==> src/rtl/keypad_pkg.sv <==
// Shared definitions for the keypad / one-hot line encoders.
//   kp_state_t    : encoder FSM states (IDLE, DEBOUNCE, HELD, RELEASE)
//   ALL_RELEASED  : idle value of the active-low line bus
//   prio_encode() : lowest-index-low priority encoder
//   multi_low()   : true when more than one line is low
package keypad_pkg;

  localparam int unsigned LINES = 4;

  typedef enum logic [1:0] {
    IDLE     = 2'd0,
    DEBOUNCE = 2'd1,
    HELD     = 2'd2,
    RELEASE  = 2'd3
  } kp_state_t;

  localparam logic [LINES-1:0] ALL_RELEASED = 4'b1111;

  function automatic logic [1:0] prio_encode(input logic [LINES-1:0] lines);
    logic [1:0] code;
    logic       found;
    code  = '0;
    found = 1'b0;
    for (int unsigned i = 0; i < LINES; i++) begin
      if (!lines[i] && !found) begin
        code  = 2'(i);
        found = 1'b1;
      end
    end
    return code;
  endfunction

  function automatic logic multi_low(input logic [LINES-1:0] lines);
    logic [2:0] n;
    n = '0;
    for (int unsigned i = 0; i < LINES; i++) begin
      n = n + {2'b00, ~lines[i]};
    end
    return (n > 3'd1);
  endfunction

endpackage

==> src/rtl/keypad_encoder_sync_chain.sv <==
// sync_chain: multi-flop synchronizer for an asynchronous bus.
//   clk, rst : clock, synchronous active-high reset (flops reset to all-ones)
//   d        : asynchronous input bus
//   q        : d delayed by DEPTH flops
module sync_chain #(
  parameter int unsigned WIDTH = 4,
  parameter int unsigned DEPTH = 2
) (
  input  logic             clk,
  input  logic             rst,
  input  logic [WIDTH-1:0] d,
  output logic [WIDTH-1:0] q
);

  logic [WIDTH-1:0] stages [DEPTH];

  always_ff @(posedge clk) begin
    if (rst) begin
      for (int unsigned i = 0; i < DEPTH; i++) begin
        stages[i] <= '1;
      end
    end else begin
      stages[0] <= d;
      for (int unsigned i = 1; i < DEPTH; i++) begin
        stages[i] <= stages[i-1];
      end
    end
  end

  assign q = stages[DEPTH-1];

endmodule

==> src/rtl/keypad_encoder.sv <==
// keypad_encoder: synchronizes, debounces and priority-encodes 4 active-low
// one-hot lines into a 2-bit code.
//   clk, rst    : clock, synchronous active-high reset
//   input_4     : active-low lines (4'b1111 = nothing asserted), asynchronous
//   output_2    : last accepted code (qualified by valid)
//   valid       : high while an accepted press is held
//   press_pulse : one-cycle strobe on an accepted press
//   multi       : more than one line low in the accepted/pending sample
// Optional: define KEYPAD_ENCODER_MULTI_REJECT_EN to refuse multi-low samples.
module keypad_encoder
  import keypad_pkg::*;
#(
  parameter int unsigned SYNC_STAGES     = 2,
  parameter int unsigned DEBOUNCE_CYCLES = 16
) (
  input  logic       clk,
  input  logic       rst,
  input  logic [3:0] input_4,
  output logic [1:0] output_2,
  output logic       valid,
  output logic       press_pulse,
  output logic       multi
);

  localparam int unsigned CW = $clog2(DEBOUNCE_CYCLES) + 1;
  localparam logic [CW-1:0] CNT_LAST = CW'(DEBOUNCE_CYCLES - 1);
  // The HELD cycle that first sees the difference counts as one stable
  // cycle, so RELEASE needs one count fewer than DEBOUNCE.
  localparam logic [CW-1:0] REL_LAST =
    CW'((DEBOUNCE_CYCLES >= 2) ? DEBOUNCE_CYCLES - 2 : 0);
  localparam bit SINGLE_CYCLE = (DEBOUNCE_CYCLES == 1);

`ifdef KEYPAD_ENCODER_MULTI_REJECT_EN
  localparam bit REJECT_MULTI = 1'b1;
`else
  localparam bit REJECT_MULTI = 1'b0;
`endif

  logic [3:0]    synced;
  kp_state_t     state, state_n;
  logic [CW-1:0] cnt, cnt_n, cnt_inc;
  logic [3:0]    captured, captured_n;
  logic [1:0]    code_n;
  logic          valid_n, pulse_n, multi_n;

  sync_chain #(
    .WIDTH (4),
    .DEPTH (SYNC_STAGES)
  ) u_sync (
    .clk (clk),
    .rst (rst),
    .d   (input_4),
    .q   (synced)
  );

  always_ff @(posedge clk) begin
    if (rst) begin
      state       <= IDLE;
      cnt         <= '0;
      captured    <= ALL_RELEASED;
      output_2    <= '0;
      valid       <= 1'b0;
      press_pulse <= 1'b0;
      multi       <= 1'b0;
    end else begin
      state       <= state_n;
      cnt         <= cnt_n;
      captured    <= captured_n;
      output_2    <= code_n;
      valid       <= valid_n;
      press_pulse <= pulse_n;
      multi       <= multi_n;
    end
  end

  assign cnt_inc = (cnt == '1) ? cnt : cnt + 1'b1;

  always_comb begin
    state_n    = state;
    cnt_n      = cnt;
    captured_n = captured;
    code_n     = output_2;
    valid_n    = valid;
    pulse_n    = 1'b0;
    multi_n    = multi;
    unique case (state)
      IDLE: begin
        valid_n = 1'b0;
        multi_n = 1'b0;
        if (synced != ALL_RELEASED) begin
          captured_n = synced;
          cnt_n      = '0;
          state_n    = DEBOUNCE;
        end
      end
      DEBOUNCE: begin
        if (synced == ALL_RELEASED) begin
          multi_n = 1'b0;
          state_n = IDLE;
        end else if (synced != captured) begin
          captured_n = synced;
          cnt_n      = '0;
          multi_n    = 1'b0;
        end else if (cnt == CNT_LAST) begin
          if (REJECT_MULTI && multi_low(captured)) begin
            multi_n = 1'b1;
          end else begin
            state_n = HELD;
            code_n  = prio_encode(captured);
            valid_n = 1'b1;
            pulse_n = 1'b1;
            multi_n = multi_low(captured);
          end
        end else begin
          cnt_n = cnt_inc;
        end
      end
      HELD: begin
        if (synced != captured) begin
          if (SINGLE_CYCLE) begin
            valid_n = 1'b0;
            multi_n = 1'b0;
            state_n = IDLE;
          end else begin
            cnt_n   = '0;
            state_n = RELEASE;
          end
        end
      end
      RELEASE: begin
        if (synced == captured) begin
          state_n = HELD;
        end else if (cnt >= REL_LAST) begin
          valid_n = 1'b0;
          multi_n = 1'b0;
          state_n = IDLE;
        end else begin
          cnt_n = cnt_inc;
        end
      end
      default: state_n = IDLE;
    endcase
  end

endmodule
==> config.mk <==
export PLATFORM = sky130hd
export DESIGN_NAME = keypad_encoder
export DESIGN_NICKNAME = d
export VERILOG_FILES = /design/src/rtl/keypad_pkg.sv /design/src/rtl/keypad_encoder_sync_chain.sv /design/src/rtl/keypad_encoder.sv
export SDC_FILE = /design/constraint.sdc
export NUM_CORES = 1
export LEC_CHECK = 0
export ABC_CLOCK_PERIOD_IN_PS = 1950
export BUFFER_PORTS_ARGS = -buffer_cell sky130_fd_sc_hd__clkbuf_2
export CAP_MARGIN = 20
export CORE_MARGIN = 5
export CORE_UTILIZATION = 45
export DETAILED_ROUTE_END_ITERATION = 16
export HOLD_SLACK_MARGIN = 0.15
export PLACE_DENSITY = 0.66
export SETUP_SLACK_MARGIN = 0.1
export SLEW_MARGIN = 20
export SYNTH_ARGS = -nofsm -noshare
export SYNTH_HDL_FRONTEND = slang
export SYNTH_HIERARCHICAL = 1
export SYNTH_SLANG_ARGS = --single-unit
==> constraint.sdc <==
create_clock -name clk -period 1.95 [get_ports clk]
set_input_delay 0.195 -clock clk [delete_from_list [all_inputs] [get_ports clk]]
set_output_delay 0.195 -clock clk [all_outputs]
set_load 0.1 [all_outputs]
==> flow_summary.toml, run 1 <==
[die]
die_w_um = 61.2
die-area_um2 = 3740
dieHeight_um = 61.2
core_area_um2 = 2500
rows = 18
initial_core_util_pct = 47.1
ios = 11

[setup_path]
reg2reg_depth = 6
slowest_delay_ps = 370
crit_chain = "xor2_1, nor4_4, buf_6, o21a_1, o221ai_2, a311oi_1"
r2r_slack_ps = 250
startpoint_type = "flop"
crit_required_ps = 2170
crit_path_end_kind = "flop"
cpMaxStageDelayCell = "dfxtp_2"
crit_arrival_ps = 1920
worstPathMaxFanout = 10
path_class = "reg -> reg"

[hold_path]
min_path_cells = 2
hp-class = "in -> reg"

[synth]
synth-seq-cells = 24
yosysWarnings = 6
yosys-top-cells-area = "dfxtp_1, a21oi_1, ha_1, or2_1, xor2_1"
yosys.area.top_type_share_pct = 40.8
syn_area_um2 = 1180
synth_cells = 125
syn_avg_cell_area_um2 = 9.43
yosysSeqAreaShare_pct = 40.8
synth.largest_area_cell = "dfxtp_1"
synth_nets = 136
synth_cell_type_count = 39

[routing]
num_vias = 962
vias_per_cell = 5.63
firstDrtPassIters = 5
drcViolationCount = 0
ant_nets = 0
drt_first_iter_violations = 38
wl_mm = 2.32
wl_per_cell_um = 13.5

[sta]
rsz0062_at_grt = "no"
setup_viol = 0
clock_skew_ps = 9.21
tightest_slew_ps = 541
period_share_pct = 87.2
max_slew_margin_pct = 64.1
fin_tns_setup_ps = 0
fin_crit_ps = 1700
max_freq_mhz = 588
hold_viol = 0
drv_slew = 0

[final_layout]
design_area_um2 = 1380
drive_gt1_share_pct = 20.6
fillers = 234
final_common_cell = "dfxtp_1"
fin_nets = 153
final_cell_mix = "dfxtp_1, a21oi_1, clkbuf_2"
multiInputGateArea_um2 = 649
stdcell_count = 171
area_growth_pct = 17.2
ff_latch_area_um2 = 484
antenna_cells = 0

[pwr]
p_sw_share_pct = 25.5
seq_power_share_pct = 48.9
p_leak_nw = 0.565
power_density_nw_per_um2 = 784
p_total_mw = 1.08
peakVddDrop_mv = 0.498
net-switching-power_uw = 276
pwr-share-clk_pct = 33.1
p_int_uw = 807
comb_power_share_pct = 18.0

[clock_network]
clock-sinks = 24
cts_tree = "yes"
clk_latency_ps = 320
cts_buffer_depth = 2
root_buffer = "clkbuf_4"
htree_levels = 1
clk_pin_slew_ps = 140
cts_buffers = 3

[global_routing]
grt_first_pass_wirelength_mm = 4.20
grt_usage_pct = 14.9
antenna_found_initial = 0
grt_max_degree = 23
grt_pass1_vias = 938
overflow = 0

[placement]
place_area_um2 = 1240
routabilityCongestion = 0.733
dp.cells = 161
hpwlAfterDp_mm = 1.61
port_buffers = 10

[run_status]
status = "finished clean"

[run]
maxCapViolCount = 0
cells in the mapped netlist:
cell / instances
nor3b_1: 1
nand2_1: 8
dfxtp_1: 24
a41oi_1: 2
o22ai_1: 4
nor2_1: 4
a311oi_1: 2
a21oi_1: 12
clkbuf_1: 1
a2bb2oi_1: 1
a21boi_0: 2
ha_1: 4
buf_4: 4
o221ai_1: 1
o2bb2ai_2: 1
nand3b_1: 2
and4b_1: 1
o21a_1: 2
xor2_1: 4
nor3_1: 2
a31oi_1: 1
fa_1: 1
a2111o_1: 1
and3_1: 2
inv_1: 7
buf_6: 1
nand4_1: 1
a21o_1: 2
o21ai_1: 1
nand3_1: 1
nand3_4: 1
o21ai_0: 4
clkbuf_4: 1
or2_1: 8
nand2b_1: 5
o2111ai_1: 3
o211a_1: 1
nor4_4: 1
nor4_1: 1
cells by family (layout without fill, tap and decap cells):
logic type / Yosys count / after routing / synth area share (%)
AOI/OAI and AO/OA: 40 / 40 / 23.5
and+or+nand+nor: 38 / 38 / 20.2
adders and majority gates: 5 / 5 / 5.95
xor gates and xnor gates: 4 / 4 / 2.97
DFF: 24 / 24 / 40.8
buffers and inverters: 14 / 30 / 6.69
state kept, by name (all words and copies together) (netlist names):
register	count
u_sync/stages	8
output_2	2
captured	4
valid	1
cnt	5
press_pulse	1
multi	1
state	2
critical path: cells and delay by family (launching register included):
kind	cells	cell delay (ps)
buffers and inverters	1	180
flip-flops	1	370
AND/OR/NAND/NOR	1	290
XOR/XNOR	1	190
AO/OA/AOI/OAI	3	560
through the flow:
stage / utilization, % / hold slack, ps / setup slack [ps]
after floorplan: - / 292 / 260
after global placement: 49.4 / 371 / 215
after detailed placement: 49.4 / 374 / 174
after CTS: 53.2 / 280 / 143
after global routing: 55.3 / 309 / 113
final: 55.3 / 284 / 250
power by group through the flow:
stage | Sequential (mW) | Clock [mW] | Combinational (mW)
2_1_floorplan | 0.537 | 0 | 0.128
3_3_place_gp | 0.539 | 0 | 0.152
3_5_place_dp | 0.539 | 0 | 0.158
4_1_cts | 0.528 | 0.366 | 0.165
5_1_grt | 0.533 | 0.391 | 0.215
6_report | 0.529 | 0.359 | 0.195
final cells by class:
type	count	share of cell area, %
clock inverter	1	2.17
inverter	7	1.90
sequential	24	35.1
timing repair buffer	19	9.51
clock buffer	3	1.63
multi-input combinational	87	47.0
tap	30	2.72
timing repair:
| action | 4_1_cts | 5_1_grt |
|---|---|---|
| hold endpoints to repair | 4 | 0 |
| buffers inserted | 0 | 2 |
| hold buffers | 4 | 0 |
| gates resized for setup | 0 | 9 |
| setup endpoints to repair | 0 | 6 |
metal layers:
metal	GRT usage [%]	share of wire (%)
met5	0	0
met4	7.43	1.7
met3	3.56	4.0
met2	22.1	47
met1	20.1	48
path summary, 6_finish.rpt:
kind | from | to
setup / recovery | captured[0] | cnt[1]
hold / removal | rst | output_2[0]
setup reg to reg | captured[0] | cnt[1]
hold reg to reg | u_sync/stages[0][0] | u_sync/stages[0][4]
Note: power is estimated with default switching activity, not from simulation.
==> inputs of run 2 (changes only) <==
--- a/config.mk
+++ b/config.mk
@@ -5,6 +5,7 @@
 export SDC_FILE = /design/constraint.sdc
 export NUM_CORES = 1
 export LEC_CHECK = 0
+export ABC_AREA = 1
 export ABC_CLOCK_PERIOD_IN_PS = 1950
 export BUFFER_PORTS_ARGS = -buffer_cell sky130_fd_sc_hd__clkbuf_2
 export CAP_MARGIN = 20
==> constraint.sdc (replaced) <==
create_clock -name clk -period 1.95 [get_ports clk]
set_input_delay 0.2925 -clock clk [delete_from_list [all_inputs] [get_ports clk]]
set_output_delay 0.2925 -clock clk [all_outputs]
set_load 0.1 [all_outputs]
==> run 2 against run 1 <==
Against the previous run: worst setup slack better by 22 ps; critical endpoint is now cnt[3]; sequential cell count unchanged; die area up 17%; combinational power up 79%; global-route usage down 1.1 points; total power up 18%; clock power up 2%; critical path depth up 3; critical path type unchanged; final cell count up 58%.
==> flow_summary.toml, run 2 <==
[routing]
wl_per_cell_um = 9.65
vias_per_cell = 4.48
num_vias = 1213
firstDrtPassIters = 5
drt_first_iter_violations = 59
drcViolationCount = 0
wl_mm = 2.61
ant_nets = 0

[sta]
hold_viol = 0
rsz0062_at_grt = "no"
max_slew_margin_pct = 64.2
setup_ws_ps = 272
fin_tns_setup_ps = 0
drv_slew = 0
max_freq_mhz = 596
period_share_pct = 86.0
setup_viol = 0
fin_crit_ps = 1680
tightest_slew_ps = 540
clock_skew_ps = 5.35

[placement]
place_area_um2 = 1500
port_buffers = 10
pre_cts_ws_ps = 322
routabilityCongestion = 0.865
hpwlAfterDp_mm = 1.97
dp.cells = 263

[synth]
synth_nets = 225
synth_cells = 214
syn_avg_cell_area_um2 = 6.66
synth-seq-cells = 24
yosysSeqAreaShare_pct = 33.7
syn_area_um2 = 1430
synth_cell_type_count = 28
synth_common_cells = "nand2_1, inv_1, dfxtp_1"
ys.flop_type = "dfxtp_1"
yosys-top-cells-area = "dfxtp_1, nand2_1, inv_1, nor2_1, nand3_1"
synth_edf_count = 0
synth-async-reset-ratio_pct = 0
yosysMostFrequentCell = "nand2_1"
synth.largest_area_cell = "dfxtp_1"
yosys.area.top_type_share_pct = 33.7
yosysWarnings = 6

[global_routing]
met2_usage_pct = 21.2
grt_pass1_vias = 1120
grt_usage_pct = 13.8
overflow = 0
top_usage_layer = "met2"
grt_first_pass_wirelength_mm = 4.75
antenna_found_initial = 0
use_met1_pct = 19.1
grt_max_degree = 15
use_met3_pct = 2.04

[final_layout]
top_regs = "u_sync/stages: 8 flops, cnt: 5 flops, captured: 4 flops"
drive_gt1_share_pct = 17.2
top_register = "u_sync/stages"
fillers = 315
antenna_cells = 0
stdcell_count = 271
final_cell_mix = "nand2_1, inv_1, dfxtp_1"
final_common_cell = "nand2_1"
fin_nets = 239
area_growth_pct = 11.6
largest_register_ffs = 8
design_area_um2 = 1590

[die]
die-area_um2 = 4390
ios = 11
die_w_um = 66.3
core_area_um2 = 3050
dieHeight_um = 66.3
initial_core_util_pct = 46.7
rows = 20

[setup_path]
crit_arrival_ps = 1940
crit_path_end_kind = "flop"
crit_required_ps = 2210
path_class = "reg -> reg"
worstPathMaxFanout = 6
startpoint_type = "flop"

[run_status]
status = "finished clean"

[hold_path]
hp-class = "in -> reg"

[pwr]
power_density_nw_per_um2 = 804
p_total_mw = 1.28
peakVddDrop_mv = 0.328
p_leak_nw = 0.883

[clock_network]
clk_pin_slew_ps = 140
htree_levels = 1
cts_buffers = 3
clock-sinks = 24
cts_tree = "yes"
root_buffer = "clkbuf_4"
clk_latency_ps = 320
cts_buffer_depth = 2

[run]
maxCapViolCount = 0
==> run 2: cell types whose count changed in the layout (fill, tap and decap cells not counted), moves of 4 or more <==
cell,change
nand2_1,+63
inv_1,+23
nor2_1,+13
nand3_1,+11
inv_2,+10
or2_1,-8
a21oi_1,-5
nand2b_1,-5
nor2_4,+5
buf_4,-4
o211ai_1,+4
o21ai_1,+4
o22ai_1,-4
==> run 2: final timing paths <==
| check | from | to | slack, ps | cells past startpoint |
|---|---|---|---|---|
| worst max register to register | cnt[1] | cnt[3] | 270 | 9 |
| worst min register to register | u_sync/stages[0][2] | u_sync/stages[0][6] | 420 | 2 |
| worst max-delay path | cnt[1] | cnt[3] | 270 | 9 |
| worst min-delay path | rst | cnt[0] | 260 | 2 |
==> run 2: kinds of logic after synthesis <==
family / after synthesis / synth area share [%]
AOI/OAI and AO/OA: 20 / 8.87
xor gates and xnor gates: 2 / 1.23
adders and majority gates: 5 / 4.92
buffers and inverters: 46 / 13.3
DFF: 24 / 33.7
and+or+nand+nor: 117 / 37.9
==> run 2: what timing repair did <==
item,4_1_cts,5_1_grt
endpoints found under the setup margin,0,4
hold buffers,4,0
resized for setup,0,1
setup buffers,0,0
hold endpoints to repair,4,0
==> run 2: layout make-up <==
type / instances / area (um^2) / share of cell area (%)
timing repair buffer: 14 / 90.1 / 5.66
multi-input combinational: 144 / 754 / 47.4
clock inverter: 1 / 30.0 / 1.89
inverter: 41 / 156 / 9.83
sequential: 24 / 482 / 30.3
tap: 44 / 55.1 / 3.46
clock buffer: 3 / 22.5 / 1.42
==> run 2: worst max-delay path, cell delays in order (launching register included) <==
cell     delay (ps)
dfxtp_1         450
ha_1            300
nand4_1         230
nor2_4          170
nand3_4         110
nand3_2         100
nor2_2           60
nand2_1          70
nand2_1          50
nor2_1           80
==> run 2: layer usage <==
metal	wire, um	up-vias
met5	0	-
met4	29	0
met3	75	2
met2	1060	15
met1	1450	515
li1	-	681
==> run 2: power breakdown <==
part,internal [mW],total [mW],switching (mW)
clock,0.208,0.365,0.157
combinational,0.114,0.349,0.235
sequential,0.527,0.564,0.0370
==> run 2: metrics by stage <==
step | hold slack [ps] | util (%)
after floorplan | 380 | -
after global placement | 381 | 49.0
after detailed placement | 389 | 49.0
after CTS | 254 | 52.0
after global routing | 249 | 52.1
final | 261 | 52.1
==> inputs of run 3 (changes only) <==
--- a/config.mk
+++ b/config.mk
@@ -18,5 +18,4 @@
 export SLEW_MARGIN = 20
 export SYNTH_ARGS = -nofsm -noshare
 export SYNTH_HDL_FRONTEND = slang
-export SYNTH_HIERARCHICAL = 1
 export SYNTH_SLANG_ARGS = --single-unit
==> run 3 against run 2 <==
Against the previous run: total power rose by 43%; routed wire length rose by 2.2%; final cell count fell by 7.4%; highest routed layer unchanged.
==> flow_summary.toml, run 3 <==
[sta]
drv_slew = 0
hold_viol = 0
setup_viol = 0
fin_tns_setup_ps = 0
rsz0062_at_grt = "no"
period_share_pct = 81.4
fin_crit_ps = 1590
fin_hold_ws_ps = 159
clock_skew_ps = 14.2
tightest_slew_ps = 543
max_slew_margin_pct = 64.0
max_freq_mhz = 630

[final_layout]
final_cell_mix = "nand2_1, nor2_1, dfxtp_1"
drive_gt1_share_pct = 19.7
antenna_cells = 0
fin_nets = 230
fin_util_pct = 51.7
area_growth_pct = 11.9
final_common_cell = "nand2_1"
largest_register_ffs = 8
top_regs = "u_sync.stages: 8 flops, cnt: 5 flops, captured: 4 flops"
stdcell_count = 251
top_register = "u_sync.stages"

[hold_path]
hold_end = "u_sync.stages[0][1]"
min_path_cells = 2
worstHoldStart = "input_4[1]"
hp-class = "in -> reg"

[synth]
yosysMostFrequentCell = "nand2_1"
synth-async-reset-ratio_pct = 0
yosysWarnings = 0
yosys-top-cells-area = "dfxtp_1, nand2_1, nor2_1, inv_1, nand3_1"
synth_cell_type_count = 25
synth_common_cells = "nand2_1, nor2_1, dfxtp_1"
syn_area_um2 = 1390
synth_cells = 203
yosys.area.top_type_share_pct = 34.6
syn_avg_cell_area_um2 = 6.84
synth_edf_count = 0
synth.largest_area_cell = "dfxtp_1"
synth_nets = 214
synth-seq-cells = 24
yosysSeqAreaShare_pct = 34.6
ys.flop_type = "dfxtp_1"

[global_routing]
grt_max_degree = 15
grt_first_pass_wirelength_mm = 4.85
grt_pass1_vias = 1080
overflow = 0
antenna_found_initial = 0
grt_usage_pct = 14.6

[setup_path]
path_class = "reg -> reg"
r2r_start = "cnt[1]"
startpoint_type = "flop"
critPathBufInv = 0
cpMaxStageDelayCell = "dfxtp_1"
slowest_delay_ps = 430
crit_chain = "ha_1, nand4_1, nand2_1, nand4_1, nand3_2, nand2_1, a21oi_1"
reg2reg_depth = 7
crit_path_end_kind = "flop"
crit_required_ps = 2210
r2r_slack_ps = 360
r2r_end = "cnt[0]"
worstPathMaxFanout = 6
cp_top_family = "simple AND/OR/NAND/NOR gates"
crit_arrival_ps = 1850

[clock_network]
cts_hold_buf = 3
cts_buffers = 3
clk_latency_ps = 330
clock-sinks = 24
cts_buffer_depth = 2
post_cts_buffers = 0
htree_levels = 1
cts_resized = 0
cts_tree = "yes"
clk_pin_slew_ps = 120
root_buffer = "clkbuf_4"

[die]
die_w_um = 65.6
rows = 20
core_area_um2 = 3000
dieHeight_um = 65.6
die-area_um2 = 4300
ios = 11
initial_core_util_pct = 46.3

[run_status]
status = "finished clean"

[routing]
drcViolationCount = 0
drt_first_iter_violations = 76
wl_mm = 2.67
wl_per_cell_um = 10.6
num_vias = 1193
vias_per_cell = 4.75
firstDrtPassIters = 4
ant_nets = 0

[pwr]
peakVddDrop_mv = 0.604
p_leak_nw = 0.804
power_density_nw_per_um2 = 1180
p_total_mw = 1.83

[run]
maxCapViolCount = 0

[placement]
routabilityCongestion = 0.920
dp.cells = 244
hpwlAfterDp_mm = 2.04
port_buffers = 10
[run 3: changes by cell type after synthesis, moves of 2 or more]
cell	change
nand2_1	-11
inv_1	-10
nor2_1	+8
or2_2	+8
buf_4	-4
inv_2	-4
o21ai_0	+4
o21ai_1	-3
nand3_2	+2
nand4_1	-2
nor3_1	+2
[run 3: power breakdown]
part	leakage, nW	switching, mW	internal, mW	total [mW]
registers	0.197	0.112	0.566	0.678
logic	0.579	0.537	0.250	0.787
clock network	0.0279	0.155	0.208	0.363
[run 3: worst max path at each step]
stage,start,to,slack (ps),cells past startpoint
CTS,cnt[1],cnt[0],340,7
floorplan,captured[0],multi,550,8
detailed placement,cnt[1],cnt[3],360,8
global placement,cnt[1],cnt[4],370,8
finish,cnt[1],cnt[0],360,7
global route,cnt[1],cnt[0],170,7
[run 3: logic make-up (layout without fill, tap and decap cells)]
group                      Yosys count  in the layout  share of synthesized area [%]
AOI/OAI and AO/OA                   19             19                           7.75
adders and majority gates            5              5                           5.05
buffers and inverters               28             43                           7.66
DFF                                 24             24                           34.6
and+or+nand+nor                    127            127                           45.0
[run 3: cell type report]
class / instances / area, um^2
Clock buffer: 3 / 22.5
Clock inverter: 1 / 30.0
Fill cell: 311 / 1450
Multi-Input combinational cell: 151 / 802
Inverter: 26 / 97.6
Timing Repair Buffer: 13 / 80.1
Sequential cell: 24 / 480
Tap cell: 33 / 41.3
[run 3: worst register-to-register path, stage by stage, from the launching register on]
cell,delay [ps]
dfxtp_1,430
ha_1,250
nand4_1,250
nand2_1,150
nand4_1,110
nand3_2,150
nand2_1,60
a21oi_1,110
[run 3: per-layer routing]
layer	GRT usage (%)	wire (um)
met3	3.25	125
met2	20.4	1140
met4	6.22	38
met5	0	0
met1	21.1	1370
[run 3: metrics by stage]
| stage | setup WS (ps) | cell area, um^2 |
|---|---|---|
| after CTS | 339 | 1550 |
| after global placement | 369 | 1470 |
| final | 362 | 1550 |
| after global routing | 166 | 1550 |
| after floorplan | 555 | 1390 |
| after detailed placement | 364 | 1470 |
